--- src/rtl/serial_word_receiver_pkg.sv ---
// Shared definitions for the serial word receiver and its matching transmitter.
package serial_word_receiver_pkg;

    typedef enum logic {
        IDLE = 1'b0,
        RECV = 1'b1
    } rx_state_e;

    // Bit-order encoding on leftright, identical at both ends of the link.
    localparam logic MSB_FIRST = 1'b1;
    localparam logic LSB_FIRST = 1'b0;

    // One extra bit so the counter can hold the value WIDTH itself.
    function automatic int unsigned cnt_width(input int unsigned width);
        return $clog2(width) + 1;
    endfunction

endpackage

--- src/rtl/serial_word_receiver_if.sv ---
// Handshake and data bundle between the serial receiver and its environment.
interface serial_word_receiver_if #(
    parameter int unsigned WIDTH = 4
);
    logic             enable;
    logic             leftright;
    logic             serialin;
    logic             start;
    logic             dready;
    logic             clear_ovr;
    logic [WIDTH-1:0] pdataout;
    logic             dvalid;
    logic             busy;
    logic             overrun;

    modport master (
        output enable, leftright, serialin, start, dready, clear_ovr,
        input  pdataout, dvalid, busy, overrun
    );

    modport slave (
        input  enable, leftright, serialin, start, dready, clear_ovr,
        output pdataout, dvalid, busy, overrun
    );
endinterface

--- src/rtl/serial_word_receiver.sv ---
// Assembles WIDTH-bit words from a serial stream (either bit order) and
// presents them through a one-word valid/ready buffer with a sticky overrun flag.
module serial_word_receiver
    import serial_word_receiver_pkg::*;
#(
    parameter int unsigned WIDTH = 4
) (
    input  logic                   clock,
    input  logic                   reset,
    serial_word_receiver_if.slave  bus
);

    localparam int unsigned CW = cnt_width(WIDTH);

    rx_state_e        state_q, state_d;
    logic [WIDTH-1:0] acc_q, acc_d;
    logic [CW-1:0]    cnt_q, cnt_d;
    logic             order_q, order_d;
    logic [WIDTH-1:0] pdata_q, pdata_d;
    logic             dvalid_q, dvalid_d;
    logic             busy_q, busy_d;
    logic             ovr_q, ovr_d;

    logic             first_bit;
    logic             word_done;
    logic [WIDTH-1:0] shifted;

    function automatic logic [WIDTH-1:0] shift_in(input logic [WIDTH-1:0] acc,
                                                  input logic order,
                                                  input logic b);
        if (order == MSB_FIRST) return {acc[WIDTH-2:0], b};
        else                    return {b, acc[WIDTH-1:1]};
    endfunction

    always_ff @(posedge clock) begin : state_reg
        if (!reset) begin
            state_q  <= IDLE;
            acc_q    <= '0;
            cnt_q    <= '0;
            order_q  <= 1'b0;
            pdata_q  <= '0;
            dvalid_q <= 1'b0;
            busy_q   <= 1'b0;
            ovr_q    <= 1'b0;
        end else begin
            state_q  <= state_d;
            acc_q    <= acc_d;
            cnt_q    <= cnt_d;
            order_q  <= order_d;
            pdata_q  <= pdata_d;
            dvalid_q <= dvalid_d;
            busy_q   <= busy_d;
            ovr_q    <= ovr_d;
        end
    end

    always_comb begin : next_state
        state_d   = state_q;
        acc_d     = acc_q;
        cnt_d     = cnt_q;
        order_d   = order_q;
        pdata_d   = pdata_q;
        dvalid_d  = dvalid_q;
        ovr_d     = ovr_q;
        word_done = 1'b0;
        shifted   = shift_in(acc_q, order_q, bus.serialin);

        // A start strobe restarts the word; with enable it also supplies bit 1.
        first_bit = bus.enable && (bus.start || state_q == IDLE);

        if (bus.start) begin
            state_d = IDLE;
            acc_d   = '0;
            cnt_d   = '0;
        end

        if (first_bit) begin
            order_d = bus.leftright;
            acc_d   = shift_in('0, bus.leftright, bus.serialin);
            cnt_d   = CW'(1);
            state_d = RECV;
        end else if (bus.enable && !bus.start) begin
            acc_d = shifted;
            if (cnt_q == CW'(WIDTH - 1)) begin
                word_done = 1'b1;
                cnt_d     = '0;
                state_d   = IDLE;
            end else begin
                cnt_d = cnt_q + CW'(1);
            end
        end

        if (dvalid_q && bus.dready) dvalid_d = 1'b0;
        if (bus.clear_ovr)          ovr_d    = 1'b0;

        // A completing word reloads the buffer if it is empty or draining now.
        if (word_done) begin
            if (!dvalid_q || bus.dready) begin
                pdata_d  = shifted;
                dvalid_d = 1'b1;
            end else begin
                ovr_d = 1'b1;
            end
        end

        busy_d = (cnt_d != '0);
    end

    always_comb begin : outputs
        bus.pdataout = pdata_q;
        bus.dvalid   = dvalid_q;
        bus.busy     = busy_q;
        bus.overrun  = ovr_q;
    end

endmodule

--- src/flat_wrapper.sv ---
// flat-port wrapper written by rule: the top's interface ports become plain ports
module serial_word_receiver_flat import serial_word_receiver_pkg::*;
#(
    parameter int unsigned WIDTH = 4
)
  (clock, reset, bus_enable, bus_leftright, bus_serialin, bus_start, bus_dready, bus_clear_ovr, bus_pdataout, bus_dvalid, bus_busy, bus_overrun);
  serial_word_receiver_if #(.WIDTH(WIDTH)) bus_i ();
  input  logic clock;
  input  logic reset;
  input wire logic [$bits(bus_i.enable)-1:0] bus_enable;
  input wire logic [$bits(bus_i.leftright)-1:0] bus_leftright;
  input wire logic [$bits(bus_i.serialin)-1:0] bus_serialin;
  input wire logic [$bits(bus_i.start)-1:0] bus_start;
  input wire logic [$bits(bus_i.dready)-1:0] bus_dready;
  input wire logic [$bits(bus_i.clear_ovr)-1:0] bus_clear_ovr;
  output wire logic [$bits(bus_i.pdataout)-1:0] bus_pdataout;
  output wire logic [$bits(bus_i.dvalid)-1:0] bus_dvalid;
  output wire logic [$bits(bus_i.busy)-1:0] bus_busy;
  output wire logic [$bits(bus_i.overrun)-1:0] bus_overrun;
  assign bus_i.enable = bus_enable;
  assign bus_i.leftright = bus_leftright;
  assign bus_i.serialin = bus_serialin;
  assign bus_i.start = bus_start;
  assign bus_i.dready = bus_dready;
  assign bus_i.clear_ovr = bus_clear_ovr;
  assign bus_pdataout = bus_i.pdataout;
  assign bus_dvalid = bus_i.dvalid;
  assign bus_busy = bus_i.busy;
  assign bus_overrun = bus_i.overrun;
  serial_word_receiver #(.WIDTH(WIDTH)) u_core (.clock(clock), .reset(reset), .bus(bus_i));
endmodule
--- config.mk ---
export PLATFORM = sky130hd
export DESIGN_NAME = serial_word_receiver_flat
export DESIGN_NICKNAME = d
export VERILOG_FILES = /design/src/rtl/serial_word_receiver_pkg.sv /design/src/rtl/serial_word_receiver_if.sv /design/src/rtl/serial_word_receiver.sv /design/src/flat_wrapper.sv
export SDC_FILE = /design/constraint.sdc
export NUM_CORES = 1
export LEC_CHECK = 0
export ABC_CLOCK_PERIOD_IN_PS = 1150
export CAP_MARGIN = 20
export CORE_MARGIN = 5
export CORE_UTILIZATION = 38
export DETAILED_ROUTE_END_ITERATION = 8
export PLACE_DENSITY = 0.72
export SYNTH_ARGS = -nofsm -noshare
export SYNTH_HDL_FRONTEND = slang
export SYNTH_SLANG_ARGS = --single-unit
--- constraint.sdc ---
create_clock -name clock -period 1.15 [get_ports clock]
set_input_delay 0.23 -clock clock [delete_from_list [all_inputs] [get_ports clock]]
set_output_delay 0.23 -clock clock [all_outputs]
set_load 0.005 [all_outputs]
# Word level (Yosys, flattened, before mapping)
# Index checks and enable logic that the tools add are counted.
# Widths: inputs -> output; s select.
[classes]
n_div = 0
n_lt_le_gt_ge = 0
eq_ne = 1
mul = 0
shift = 0
n_bitwise = 1
mux = 22
addsub = 1
n_reduce_logical = 10
[ops]
columns = ["op", "count"]
rows = [
  ["$mux 4", 5],
  ["$mux 1", 13],
  ["$mux 3", 4],
  ["$reduce_bool 3->1", 2],
  ["$add 3x1->3 const B", 1],
  ["$eq 3x2->1 const B", 1],
  ["$logic_and 1x1->1", 3],
  ["$logic_not 1->1", 2],
  ["$logic_or 1x1->1", 2],
  ["$reduce_and 2->1", 1],
  ["$not 1->1", 1],
]
[totals]
romBits = 0
mem_count = 0
latchBits = 0
input_bits = 8
register_bits = 16
ramBits = 0
wordCells = 43

# Depth between registers and ports, before layout
# Gate-level depths: netlist of run 1.
[logic_depth]
ltp_word = 5
ltp_mapped = 4
mapped_depth_nobuf = 4

# Worst setup path before layout of run 1
# OpenSTA, ideal clock, no wires.
[synth_path]
kind = "register to register"
startpoint = "reg u_core.cnt_q[0]"
endpoint = "reg u_core.ovr_q, in the netlist u_core.bus.overrun"
synth_period_minus_slack_ns = 1.184
arrival_time_ns = 1.114
slack_ns = -0.034
setup_ns = 0.070
stages_incl_launch_ff = 5
required_ns = 1.080
path_cell_list = "dfxtp_1 -> ha_1 -> nand2b_1 -> or4_1 -> a21boi_1"
[synth_between]
elab_chain_cells = 5
[synth_lines]
columns = ["element", "line", "source"]
rows = [
  ["from (decl)", "serial_word_receiver.sv:17", "logic [CW-1:0] cnt_q, cnt_d;"],
  ["from (signal assigned)", "serial_word_receiver.sv:48", "cnt_q <= cnt_d;"],
  ["$eq 3x2->1", "serial_word_receiver.sv:84", "if (cnt_q == CW'(WIDTH - 1)) begin"],
  ["$mux 1", "serial_word_receiver.sv:84", ""],
  ["$mux 1", "serial_word_receiver.sv:82", "end else if (bus.enable && !bus.start) begin"],
  ["$mux 1", "serial_word_receiver.sv:77", "if (first_bit) begin"],
  ["$mux 1", "serial_word_receiver.sv:97", "if (word_done) begin"],
  ["to (signal assigned)", "serial_word_receiver.sv:53", "ovr_q <= ovr_d;"],
  ["to (decl)", "serial_word_receiver.sv:22", "logic ovr_q, ovr_d;"],
]
# No other way between the ends.
# A chain may end at the register's enable or synchronous reset.

# Worst setup path after layout of run 1
[layout_path]
startpoint = "reg u_core.cnt_q[1]"
endpoint = "reg u_core.ovr_q, in the netlist u_core.bus.overrun"
# Same word-level chain as after synthesis.

==> run summary, run 1 <==
The die covers 2912 sq um. The total routing usage reported by global routing is 0.1432. The number of inserted diodes was 0; the post-synthesis register bit count was 16. Summed over all nets, the switching power comes to 0.2609 mW.

After synthesis the cells add up to 734.5 sq um. On the critical path, the stage with the largest delay is an instance of sky130_fd_sc_hd__or4_1. The internal power of the cells totals 0.8526 mW. The count of final max-slew check failures is 0, and the clock skew after layout is 0.006773 ns. TritonCTS built the clock tree. The topmost layer with routed signal wires was met4. From bottom edge to top edge, the die measures 53.97 microns. For this run, design rule violations remaining after detail routing come to 0. Row generation in the floorplan step produced 16 rows. The run gives 90 microns as the routed length on met3. Routability congestion estimate: 0.7522. The flow ran to the end, but the final reports show violations. In this run, distinct cell masters in the synthesized netlist total 26.

Summed over all nets, wire length on met2 after detailed routing comes to 886 microns. Dividing total power by cell area gives a power density of 1043 nW/um^2. For the initial detailed-routing violation count, the log shows 15. Clock tree synthesis selected as its root buffer the cell sky130_fd_sc_hd__clkbuf_4.

The detailed-route wire length came out at 1796 microns. The sequential share of the synthesized area is 0.4361, and the reg2reg setup slack is -0.07 ns. The checks that failed: negative setup slack.

The share of Yosys cell area claimed by the top area cell type is 0.4361. For the non-filler instance count after layout, the log shows 138. STA puts the critical path data required time at 1.38 ns. In this run the tool buffered the top-level ports with 14 buffer cells. The clock passes through at most 2 buffers.

The share of the clock period used by the worst path after layout works out to 1.061. Setup repair after global routing could not meet its margin everywhere. The total number of nets in the final design was 121; the quantity of hold-fixing buffers added after cts was 0. The routed via count divided by cell count is 5.116.

The signal on the critical path passes through ha_4 > nand2b_1 > or4_1 > a21boi_1. Sorting the synthesized cells by area gives the leading types as sky130_fd_sc_hd__dfxtp_1, sky130_fd_sc_hd__nand2_1, sky130_fd_sc_hd__mux2_2, sky130_fd_sc_hd__mux2i_1, sky130_fd_sc_hd__nand2b_1. The tools report the I/O pin count as 15. Via count of the first global-routing pass: 650. The worst hold path belongs to the class in2reg. The post-synthesis share of cell area spent on and, or, nand and nor gates was 0.2913; the net count of the mapped netlist was 91. The tools report the initial antenna violation count as 0. The cell type with the largest total area after synthesis was sky130_fd_sc_hd__dfxtp_1. The final setup TNS came out at -0.06972 ns. In the final layout, the multi-input gates occupy 417.9 sq um.

For the pin with the worst max-slew slack, the measured transition is 0.2483 ns. Detailed placement ended at an HPWL of 1278 microns. The maximum achievable frequency is 819.9 MHz.

The post-route antenna net violation count is 0. A synthesized cell averages 8.957 sq um. Once placement completed, the tool counted placed cells totaling 134. The routed length per placed instance works out to 13.01 microns. The floorplan step set the die width to 53.97 microns.

Synthesis-to-finish area growth: 45.31%. The tools report the kind of launch point of the worst setup path as a register. For the first-pass GRT wire length, the log shows 2918 microns.

After detailed placement, the total cell area comes to 1015 sq um. Fill cells in the final layout number 165. The post-synthesis compound-gate area fraction was 0.1107. The run gives 0 as the synthesis warning total. After synthesis, the largest family of logic cells by area is simple AND/OR/NAND/NOR gates. Clock-pin slew was measured on the worst setup and hold paths at 0.10 ns. In this run the post-CTS setup repair buffer count came out at 0. In the final routing, the length of wire on met1 measures 775 microns.

Among all flip-flop cells after synthesis, the most frequent one is sky130_fd_sc_hd__dfxtp_1. The tool flagged a number of max-cap violations equal to 0. Entering global routing, the biggest net connects 12 pins. The switching share of power is 0.2343, and the mux contribution to synthesized area is 0.1158.

The adder-cell share of the synthesized area was 0.01704; the number of setup violations in the final report was 1. The total global routing overflow is 0. The proportion of register bits with asynchronous set or reset after synthesis was 0; the final instance area was 1067 sq um.

The fraction of final layout cells with drive strength greater than 1 is 0.3063, and the worst hold-check slack is 0.3462 ns. The tools report the cell leakage power as 0.4682 nW. The category of cells accounting for the largest share of critical-path delay is simple AND/OR/NAND/NOR gates.

The logs give 1 for the number of H-tree levels and 329.1 sq um for the area taken by flip-flops and latches. The tools report the clock latency on the worst-skew pair as 0.29 ns. The cell count after synthesis came out at 82. The number of flops mapped to enable cells by yosys is 0, and the effective utilization at floorplan is 0.3862. The register share of total power came out at 0.526.

The combinational power share is 0.137. For the least setup slack across all paths after layout, the log shows -0.06972 ns. Clock tree synthesis inserted a total of 3 buffers.

Of all nets on the critical path, the largest fanout is 3. At the placement stage, the worst setup path has a slack of -0.3587 ns. Counting both buffers and inverters, the worst setup path holds a total of 0.

The total via count after detailed routing is 706, and the number of hold-slack violations in the final timing report is 0. The detailed-router iteration count before antenna repair is 4, and the xor/xnor cell area share of the yosys netlist is 0. The worst relative slew slack is 0.8340, and the final critical path time including I/O delays and setup is 1.220 ns. The core area is 1902 sq um, and the worst vdd rail ir drop is 0.0005108 V. In the synthesized netlist, the cells that appear most often are sky130_fd_sc_hd__dfxtp_1, sky130_fd_sc_hd__nand2_1, sky130_fd_sc_hd__nand2b_1, sky130_fd_sc_hd__nand3_1. The clock net in this run drives a total of 16 sinks. The critical path in this run is classified as reg2reg. Peak per-stage delay on the critical path: 0.46 ns. Kind of end point of the critical path: a register.

The data arrival time of the critical path was 1.45 ns. For the clock share of power, the log shows 0.337.
per-layer routing:
metal  vias to the layer above  global-route usage
met5                         -                   0
met4                         0             0.09787
met3                         6             0.01662
met2                        26              0.2399
met1                       328              0.1686
li1                        346                   -
power groups by stage:
| stage | clock network [mW] | registers [mW] | logic [mW] |
|---|---|---|---|
| global route | 0.414 | 0.588 | 0.164 |
| global placement | 0 | 0.597 | 0.148 |
| finish | 0.376 | 0.586 | 0.152 |
| CTS | 0.386 | 0.585 | 0.149 |
| detailed placement | 0 | 0.598 | 0.150 |
| floorplan | 0 | 0.596 | 0.0683 |
worst paths after layout:
kind                                  startpoint  cells after the start                                  end
min                                   bus_enable                      4        u_core.bus.overrun$_SDFF_PN0_
max                   u_core.cnt_q[1]$_SDFF_PN0_                      4        u_core.bus.overrun$_SDFF_PN0_
min reg2reg  u_core.bus.pdataout[2]$_SDFFE_PN0P_                      2  u_core.bus.pdataout[2]$_SDFFE_PN0P_
max reg2reg           u_core.cnt_q[1]$_SDFF_PN0_                      4        u_core.bus.overrun$_SDFF_PN0_
cells by family (layout without fill, tap and decap cells):
kind of cell               count (synthesis)  in the layout
adders and majority gates                  1              1
AOI/OAI and AO/OA                         13             13
and+or+nand+nor                           39             39
buffers and inverters                      5             34
muxes                                      8              8
DFF                                       16             16
layout make-up:
| type | count | share of cell area |
|---|---|---|
| Inverter | 2 | 0.007034 |
| Sequential cell | 16 | 0.3083 |
| Clock buffer | 4 | 0.03400 |
| Tap cell | 27 | 0.03165 |
| Multi-Input combinational cell | 61 | 0.3916 |
| Timing Repair Buffer | 28 | 0.2274 |
sequential cells by signal, summed over array words and instances, names as in the netlist:
signal,count
u_core.cnt_q,3
u_core.bus.dvalid,1
u_core.bus.busy,1
u_core.bus.pdataout,4
u_core.state_q,1
u_core.order_q,1
u_core.bus.overrun,1
u_core.acc_q,4
tightest hold or removal path: stages:
cell and delay, ns:
sky130_fd_sc_hd__dlymetal6s2s_1 0.16, sky130_fd_sc_hd__inv_2 0.06, sky130_fd_sc_hd__or4_1 0.09, sky130_fd_sc_hd__a21boi_1 0.05
layout by cell type, fill, tap and decap left out, types with 4 or more instances in the layout:
cell	instances
sky130_fd_sc_hd__mux2i_1	4
sky130_fd_sc_hd__mux2_2	4
sky130_fd_sc_hd__nand2b_1	6
sky130_fd_sc_hd__nand3_1	5
sky130_fd_sc_hd__nand2_1	16
sky130_fd_sc_hd__buf_4	13
sky130_fd_sc_hd__clkdlybuf4s50_1	5
sky130_fd_sc_hd__dlygate4sd2_1	7
sky130_fd_sc_hd__dfxtp_1	9
sky130_fd_sc_hd__dfxtp_2	7
per-stage QoR:
step | power [mW] | utilization
4_1_cts | 1.120 | 0.5566
5_1_grt | 1.166 | 0.5612
2_1_floorplan | 0.6648 | -
6_report | 1.113 | 0.5612
3_5_place_dp | 0.7477 | 0.5336
3_3_place_gp | 0.7449 | 0.5336
what timing repair did:
action / CTS / global route
gates resized for setup: 15 / 4
cloned: 0 / 0
setup endpoints to repair: 13 / 10
pin swaps: 2 / 1
No activity file was read; power rests on OpenSTA's default activity.
==> run 2: changes to the inputs <==
--- a/config.mk
+++ b/config.mk
@@ -10,6 +10,7 @@
 export CORE_MARGIN = 5
 export CORE_UTILIZATION = 38
 export DETAILED_ROUTE_END_ITERATION = 8
+export HOLD_SLACK_MARGIN = 0.02
 export PLACE_DENSITY = 0.72
 export SYNTH_ARGS = -nofsm -noshare
 export SYNTH_HDL_FRONTEND = slang
==> constraint.sdc (replaced) <==
create_clock -name clock -period 1.15 [get_ports clock]
set_input_delay 0.23 -clock clock [delete_from_list [all_inputs] [get_ports clock]]
set_output_delay 0.23 -clock clock [all_outputs]
set_load 0.1 [all_outputs]
==> run 2 against run 1 <==
The run still ends with negative setup slack left. Sequential power barely moved. Design area rose by 11%. Sequential share of layout area fell by 2.5 points. Non-clock buffer count rose by 1. Count of clock-buffer cells in the layout did not move. Global-route usage rose by 0.30 points. Clock skew fell by 0.0031 ns. Setup slack got worse by 0.020 ns. Fmax fell by 1.6%. Via count rose by 0.71%. Hold slack improved by 0.026 ns. Cell count rose by 0.72%. Critical endpoint unchanged. Largest power group unchanged.
==> run summary, run 2 (synthesized netlist as in run 1, its figures left out) <==
The flow ran to the end, but the final reports show violations. The checks that failed: negative setup slack. The met2 routing resource usage after global routing is 0.2581, and the number of inserted diodes is 0.

The logs give 122 for the total number of nets in the final design and 0.7809 for the worst relative slew slack. Counting the fill cells in the layout gives 149. After routing the design area is 1181 sq um.

Buffers inserted during clock tree synthesis total 3. The fraction of final layout cells with drive strength greater than 1 is 0.4286. The tools report the kind of launch point of the worst setup path as a register.

In the final layout, the multi-input gates occupy 442.9 sq um. For this design the ratio of total power to cell area is 975.0 nW/um^2. Setup repair after global routing could not meet its margin everywhere. Measured slew at the worst slew-check pin: 0.3287 ns. In the final routed layout, each cell accounts on average for 13.24 microns.

Entering global routing, the biggest net connects 12 pins. The cell area after placement was 1094 sq um; the count of clock tree sinks was 16. The library cell used most frequently in the layout, excluding fill and tap cells, is sky130_fd_sc_hd__nand2_1. The detailed-route wire length is 1840 microns. The critical path is of the reg2reg type. The met1 track demand over resource is 0.1421, and the routability congestion estimate is 0.7493. The synthesis-to-finish area growth came out at 60.82%. In this run the worst hold path is classified as in2reg. On the final layout, the worst clock skew is 0.003690 ns.

The total via count after detailed routing came out at 711. Count of final max-slew check failures: 0. For the worst flop-to-flop path, the logic depth is 4. met2 is the most crowded layer. The tools report the detailed-router iteration count before antenna repair as 4.

For this design the static power due to leakage is 0.4914 nW. For the I/O pin count, the log shows 15. For the effective utilization at floorplan, the log shows 0.3862.

The largest driver fanout on the critical path is 3, and the initial antenna violation count is 0. STA classifies the critical path endpoint as a register. Static timing analysis puts the maximum clock frequency at 806.3 MHz.

The die covers 2912 sq um. The number of H-tree levels is 1, and the floorplan row count is 16. Share of the clock period used by the worst path after layout: 1.078. The tools report the required time at the endpoint of the critical path as 1.37 ns.

For this run the aggregate overflow at the end of global routing stands at 0. Summing all flip-flop and latch instances after layout gives 334.1 sq um. For the worst-skew pair, the clock arrives at the later sink with an insertion delay of 0.28 ns. The via count of the first global-routing pass is 718.

VDD sags by at most 0.0004660 V. The die is 53.97 microns tall. The maximum buffer depth of the clock tree is 2, and the quantity of hold-fixing buffers added after cts is 0. The total routing usage reported by global routing came out at 0.1461.

TritonCTS built the clock tree. The clock transition at the registers of the reported paths was 0.09 ns. The tools report the post-CTS setup buffer count as 0.

For the finished layout, the period the worst path requires is 1.240 ns. The first global-routing pass estimated 3022 microns of wire. The placed wire-length estimate after detailed placement came out at 1381 microns.

The clock tree root driver cell is sky130_fd_sc_hd__clkbuf_4. The post-route antenna net violation count was 0; the initial detailed-routing violation count was 11. After detailed routing, the number of vias per cell comes to 5.115. The quantity of I/O buffers inserted on ports was 14.

The region available for standard cell placement spans 1902 sq um. Setup violations remaining at the end of the flow were counted as 4. Worst hold path stage count: 4. The logs give 0.6211 for the final design utilization and 0 for the count of max-cap constraint violations. The tools report the number of hold-slack violations in the final timing report as 0. Data arrives at the worst endpoint at 1.46 ns. In this run the horizontal extent of the chip is 53.97 microns. The top cell types in the final layout, fill and taps aside, are sky130_fd_sc_hd__nand2_1, sky130_fd_sc_hd__buf_4, sky130_fd_sc_hd__dfxtp_2, sky130_fd_sc_hd__buf_12, sky130_fd_sc_hd__dfxtp_1.

The run gives -0.09017 ns as the least setup slack across all paths after layout. For the total DRC errors in the routed layout, the log shows 0. For the global-route track usage on met3, the log shows 0.02493.
## run 2: what timing repair did
action | in CTS | in global routing
hold endpoints to repair | 0 | 0
setup endpoints to repair | 8 | 9
gates resized for setup | 9 | 9
pin swaps | 2 | 4
## run 2: path summary, 6_finish.rpt
check                               start                       endpoint  slack, ns
max            u_core.cnt_q[1]$_SDFF_PN0_  u_core.bus.overrun$_SDFF_PN0_      -0.09
min                            bus_enable  u_core.bus.overrun$_SDFF_PN0_       0.37
max reg2reg    u_core.cnt_q[1]$_SDFF_PN0_  u_core.bus.overrun$_SDFF_PN0_      -0.09
min reg2reg  u_core.acc_q[2]$_SDFFE_PN0P_   u_core.acc_q[2]$_SDFFE_PN0P_       0.48
## run 2: power breakdown
group / switching (mW) / leakage (nW) / internal (mW)
Sequential: 0.0159 / 0.135 / 0.571
Combinational: 0.100 / 0.336 / 0.100
Clock: 0.172 / 0.0210 / 0.192
## run 2: cell type report
type,count,share of cell area
flip-flops and latches,16,0.2828
multi-input cells,61,0.3750
inverters,2,0.006356
well taps,27,0.02860
clock buffers,4,0.03072
repair buffers,29,0.2765
## run 2: stage by stage
step           instances  hold WS (ns)  worst slack [ns]  setup TNS [ns]  power [mW]
2_1_floorplan         82        0.3861           -0.1104         -0.1156      0.6894
3_3_place_gp         135        0.4512           -0.3429          -3.799      0.7816
3_5_place_dp         135        0.4641           -0.3507          -4.262      0.7851
4_1_cts              139        0.4646          -0.09997         -0.2669       1.154
5_1_grt              139        0.3771           -0.1376         -0.4809       1.207
6_report             139        0.3718          -0.09017         -0.1005       1.152
## run 2: per-layer routing
metal / wire length [microns] / vias to the layer above
met5: 0 / -
met4: 106 / 0
met3: 106 / 10
met2: 933 / 27
met1: 694 / 328
li1: - / 346
## run 2: critical path, stage by stage, from the launching register on
cell	delay [ns]
sky130_fd_sc_hd__dfxtp_2	0.36
sky130_fd_sc_hd__ha_4	0.16
sky130_fd_sc_hd__nand2b_4	0.05
sky130_fd_sc_hd__or4_4	0.46
sky130_fd_sc_hd__a21boi_1	0.14
==> run 3: changes to the inputs <==
--- a/config.mk
+++ b/config.mk
@@ -5,13 +5,13 @@
 export SDC_FILE = /design/constraint.sdc
 export NUM_CORES = 1
 export LEC_CHECK = 0
-export ABC_CLOCK_PERIOD_IN_PS = 1150
+export ABC_CLOCK_PERIOD_IN_PS = 1400
 export CAP_MARGIN = 20
 export CORE_MARGIN = 5
 export CORE_UTILIZATION = 38
 export DETAILED_ROUTE_END_ITERATION = 8
 export HOLD_SLACK_MARGIN = 0.02
-export PLACE_DENSITY = 0.72
+export PLACE_DENSITY = 0.7
 export SYNTH_ARGS = -nofsm -noshare
 export SYNTH_HDL_FRONTEND = slang
 export SYNTH_SLANG_ARGS = --single-unit
==> constraint.sdc (replaced) <==
create_clock -name clock -period 1.4 [get_ports clock]
set_input_delay 0.28 -clock clock [delete_from_list [all_inputs] [get_ports clock]]
set_output_delay 0.28 -clock clock [all_outputs]
set_load 0.1 [all_outputs]
==> run 3 against run 2 <==
The flow now finishes without violations. Design area decreased by 9.2%. Combinational power decreased by 28%. Die area unchanged. Largest power group unchanged. Sequential share of layout area increased by 1.9 points.
==> run summary, run 3 (synthesized netlist as in run 1, its figures left out) <==
The run finished with clean final reports. In this run the vertical extent of the chip is 53.97 microns. At the pin with the least slew margin, the transition time is 0.2443 ns. The non-filler instance count after layout is 133, and the count of final max-slew check failures is 0. For the detailed-route wire length, the log shows 1612 microns. Origin of the worst min-delay path: u_core.acc_q[2]$_SDFFE_PN0P_. The final-layout fill cell count is 171, and the number of gates resized after cts is 0. The floorplan row count was 16; the share of the clock period used by the worst path after layout was 0.9180. Along the worst hold path, the cell count comes to 2. Dividing the detail-routed wire length by the instance count gives 12.12 microns. The number of hold-slack violations in the final timing report is 0. The critical path goes through ha_1 > nand2b_1 > or4_1 > a21boi_1. The placed wire-length estimate after detailed placement came out at 1254 microns. For the area of the die, the log shows 2912 sq um. The worst relative slew slack was 0.8367. The clock tree root driver cell was sky130_fd_sc_hd__clkbuf_4.

The sink of the worst hold path was u_core.acc_q[2]$_SDFFE_PN0P_. Derived from the worst setup path, the maximum achievable clock frequency is 778.1 MHz. The worst setup path is launched from a register. The tools report the count of max-cap constraint violations as 0.

Kind of path behind the tightest hold check: reg2reg. The core area was 1902 sq um; the quantity of hold-fixing buffers added after cts was 0. The floorplan die width came out at 53.97 microns. Routability congestion estimate: 0.8159.

The routed via count divided by cell count was 5.098; the total routing usage reported by global routing was 0.1230. The reg2reg setup slack was 0.11 ns. The worst register-to-register path has a depth of 4. Cell count after placement: 129. The final setup TNS came out at 0 ns. The tools report the number of H-tree levels as 1. The tools report the total number of nets in the final design as 116. The fraction of final layout cells with drive strength greater than 1 works out to 0.2547. In the layout the commonest cells are sky130_fd_sc_hd__nand2_1, sky130_fd_sc_hd__dfxtp_1, sky130_fd_sc_hd__buf_4, sky130_fd_sc_hd__clkdlybuf4s50_1, sky130_fd_sc_hd__buf_12. The finished cells cover 1072 sq um. The run gives 0.4737 ns as the worst hold-check slack. Leaving out fill and tap cells, the most frequent cell in the layout is sky130_fd_sc_hd__nand2_1. In this run the critical register-to-register path is captured at u_core.bus.overrun$_SDFF_PN0_. Post-CTS timing repair inserted 0 buffers for setup. The cell leakage power was 0.4554 nW; the clock latency on the worst-skew pair was 0.28 ns. Cell area after placement: 1036 sq um.

Setup repair after global routing left no endpoint under its margin. The synthesis-to-finish area growth is 46.00%. The startpoint identified for the worst register-to-register timing path is u_core.cnt_q[0]$_SDFF_PN0_. The buffers plus inverters on the worst setup path works out to 0. The slowest stage of the critical path belongs to the cell sky130_fd_sc_hd__or4_1. The data arrival time of the critical path was 1.51 ns. The logs give 4 for the detailed-router iteration count before antenna repair and 0.5638 for the final design utilization. TritonCTS built the clock tree. The worst setup path is captured at a register. Input and output buffers added on the ports amount to 14.

The first global-routing pass estimated 2628 microns of wire. The total via count after detailed routing is 678, and the initial detailed-routing violation count is 20. 15 I/O pins were placed. Across the VDD grid, the largest voltage drop is 0.0004945 V.

The critical path in this run is classified as reg2reg. Entering global routing, the biggest net connects 14 pins. For the total power of the final layout, the log shows 0.9223 mW. In the routed design, unresolved DRC markers number 0. Category of cells accounting for the largest share of critical-path delay: simple AND/OR/NAND/NOR gates. In this run the worst path has a maximum fanout of 3. The tools report the least setup slack across all paths after layout as 0.1148 ns. For the area occupied by multi-input gates, the log shows 392.9 sq um. CTS saw 16 sinks. In this run the power density over the cells is 860.2 nW/um^2. Clock tree synthesis inserted a total of 3 buffers.

0 antenna diodes ended up in the layout. The routed design could run at a clock period as short as 1.285 ns. The logs give 0.007899 ns for the clock skew after layout and 0 for the total global routing overflow. Number of setup violations in the final report: 0. Clock transition at the registers of the reported paths: 0.10 ns. The via count of the first global-routing pass was 627; the effective utilization at floorplan was 0.3862. The maximum buffer depth of the clock tree came out at 2. The setup slack at placement is -0.1409 ns, and the initial antenna violation count is 0. Data on the critical path is required at its endpoint by 1.63 ns.

The peak per-stage delay on the critical path was 0.47 ns; the area taken by flip-flops and latches was 324.1 sq um. The count of nets left with antenna violations once routing finished came out at 0.
run 3: final cells by class:
type | instances | area share
Clock buffer | 4 | 0.03384
Timing Repair Buffer | 23 | 0.2590
Tap cell | 27 | 0.03151
Inverter | 2 | 0.007001
Sequential cell | 16 | 0.3022
Multi-Input combinational cell | 61 | 0.3664
run 3: power by group:
group | internal (mW) | total, mW | switching [mW]
Sequential | 0.467 | 0.480 | 0.0129
Clock | 0.158 | 0.299 | 0.141
Combinational | 0.0711 | 0.143 | 0.0724
Total | 0.696 | 0.922 | 0.226
run 3: worst max path at each step:
stage                                 start                                   to  slack, ns  cells past startpoint
2_1_floorplan  u_core.bus.dvalid$_SDFF_PN0_        u_core.bus.overrun$_SDFF_PN0_       0.07                      3
3_3_place_gp                     bus_enable        u_core.bus.overrun$_SDFF_PN0_      -0.13                      4
3_5_place_dp                     bus_enable        u_core.bus.overrun$_SDFF_PN0_      -0.14                      4
4_1_cts          u_core.cnt_q[0]$_SDFF_PN0_        u_core.bus.overrun$_SDFF_PN0_       0.11                      4
5_1_grt          u_core.cnt_q[0]$_SDFF_PN0_  u_core.bus.pdataout[3]$_SDFFE_PN0P_     0.0007                      4
6_report         u_core.cnt_q[0]$_SDFF_PN0_        u_core.bus.overrun$_SDFF_PN0_       0.11                      4
run 3: worst reg2reg max path: stages, from the launching register on:
cell and delay [ns]:
sky130_fd_sc_hd__dfxtp_1 0.37, sky130_fd_sc_hd__ha_1 0.19, sky130_fd_sc_hd__nand2b_1 0.08, sky130_fd_sc_hd__or4_1 0.47, sky130_fd_sc_hd__a21boi_1 0.12
run 3: metal layers:
layer,vias to the layer above,track usage,part of all wire,routed length (microns)
met5,-,0,0,0
met2,26,0.1956,0.51,823
met4,0,0.08936,0.0099,16
met1,314,0.1417,0.41,665
met3,2,0.03047,0.066,106
li1,336,-,-,-
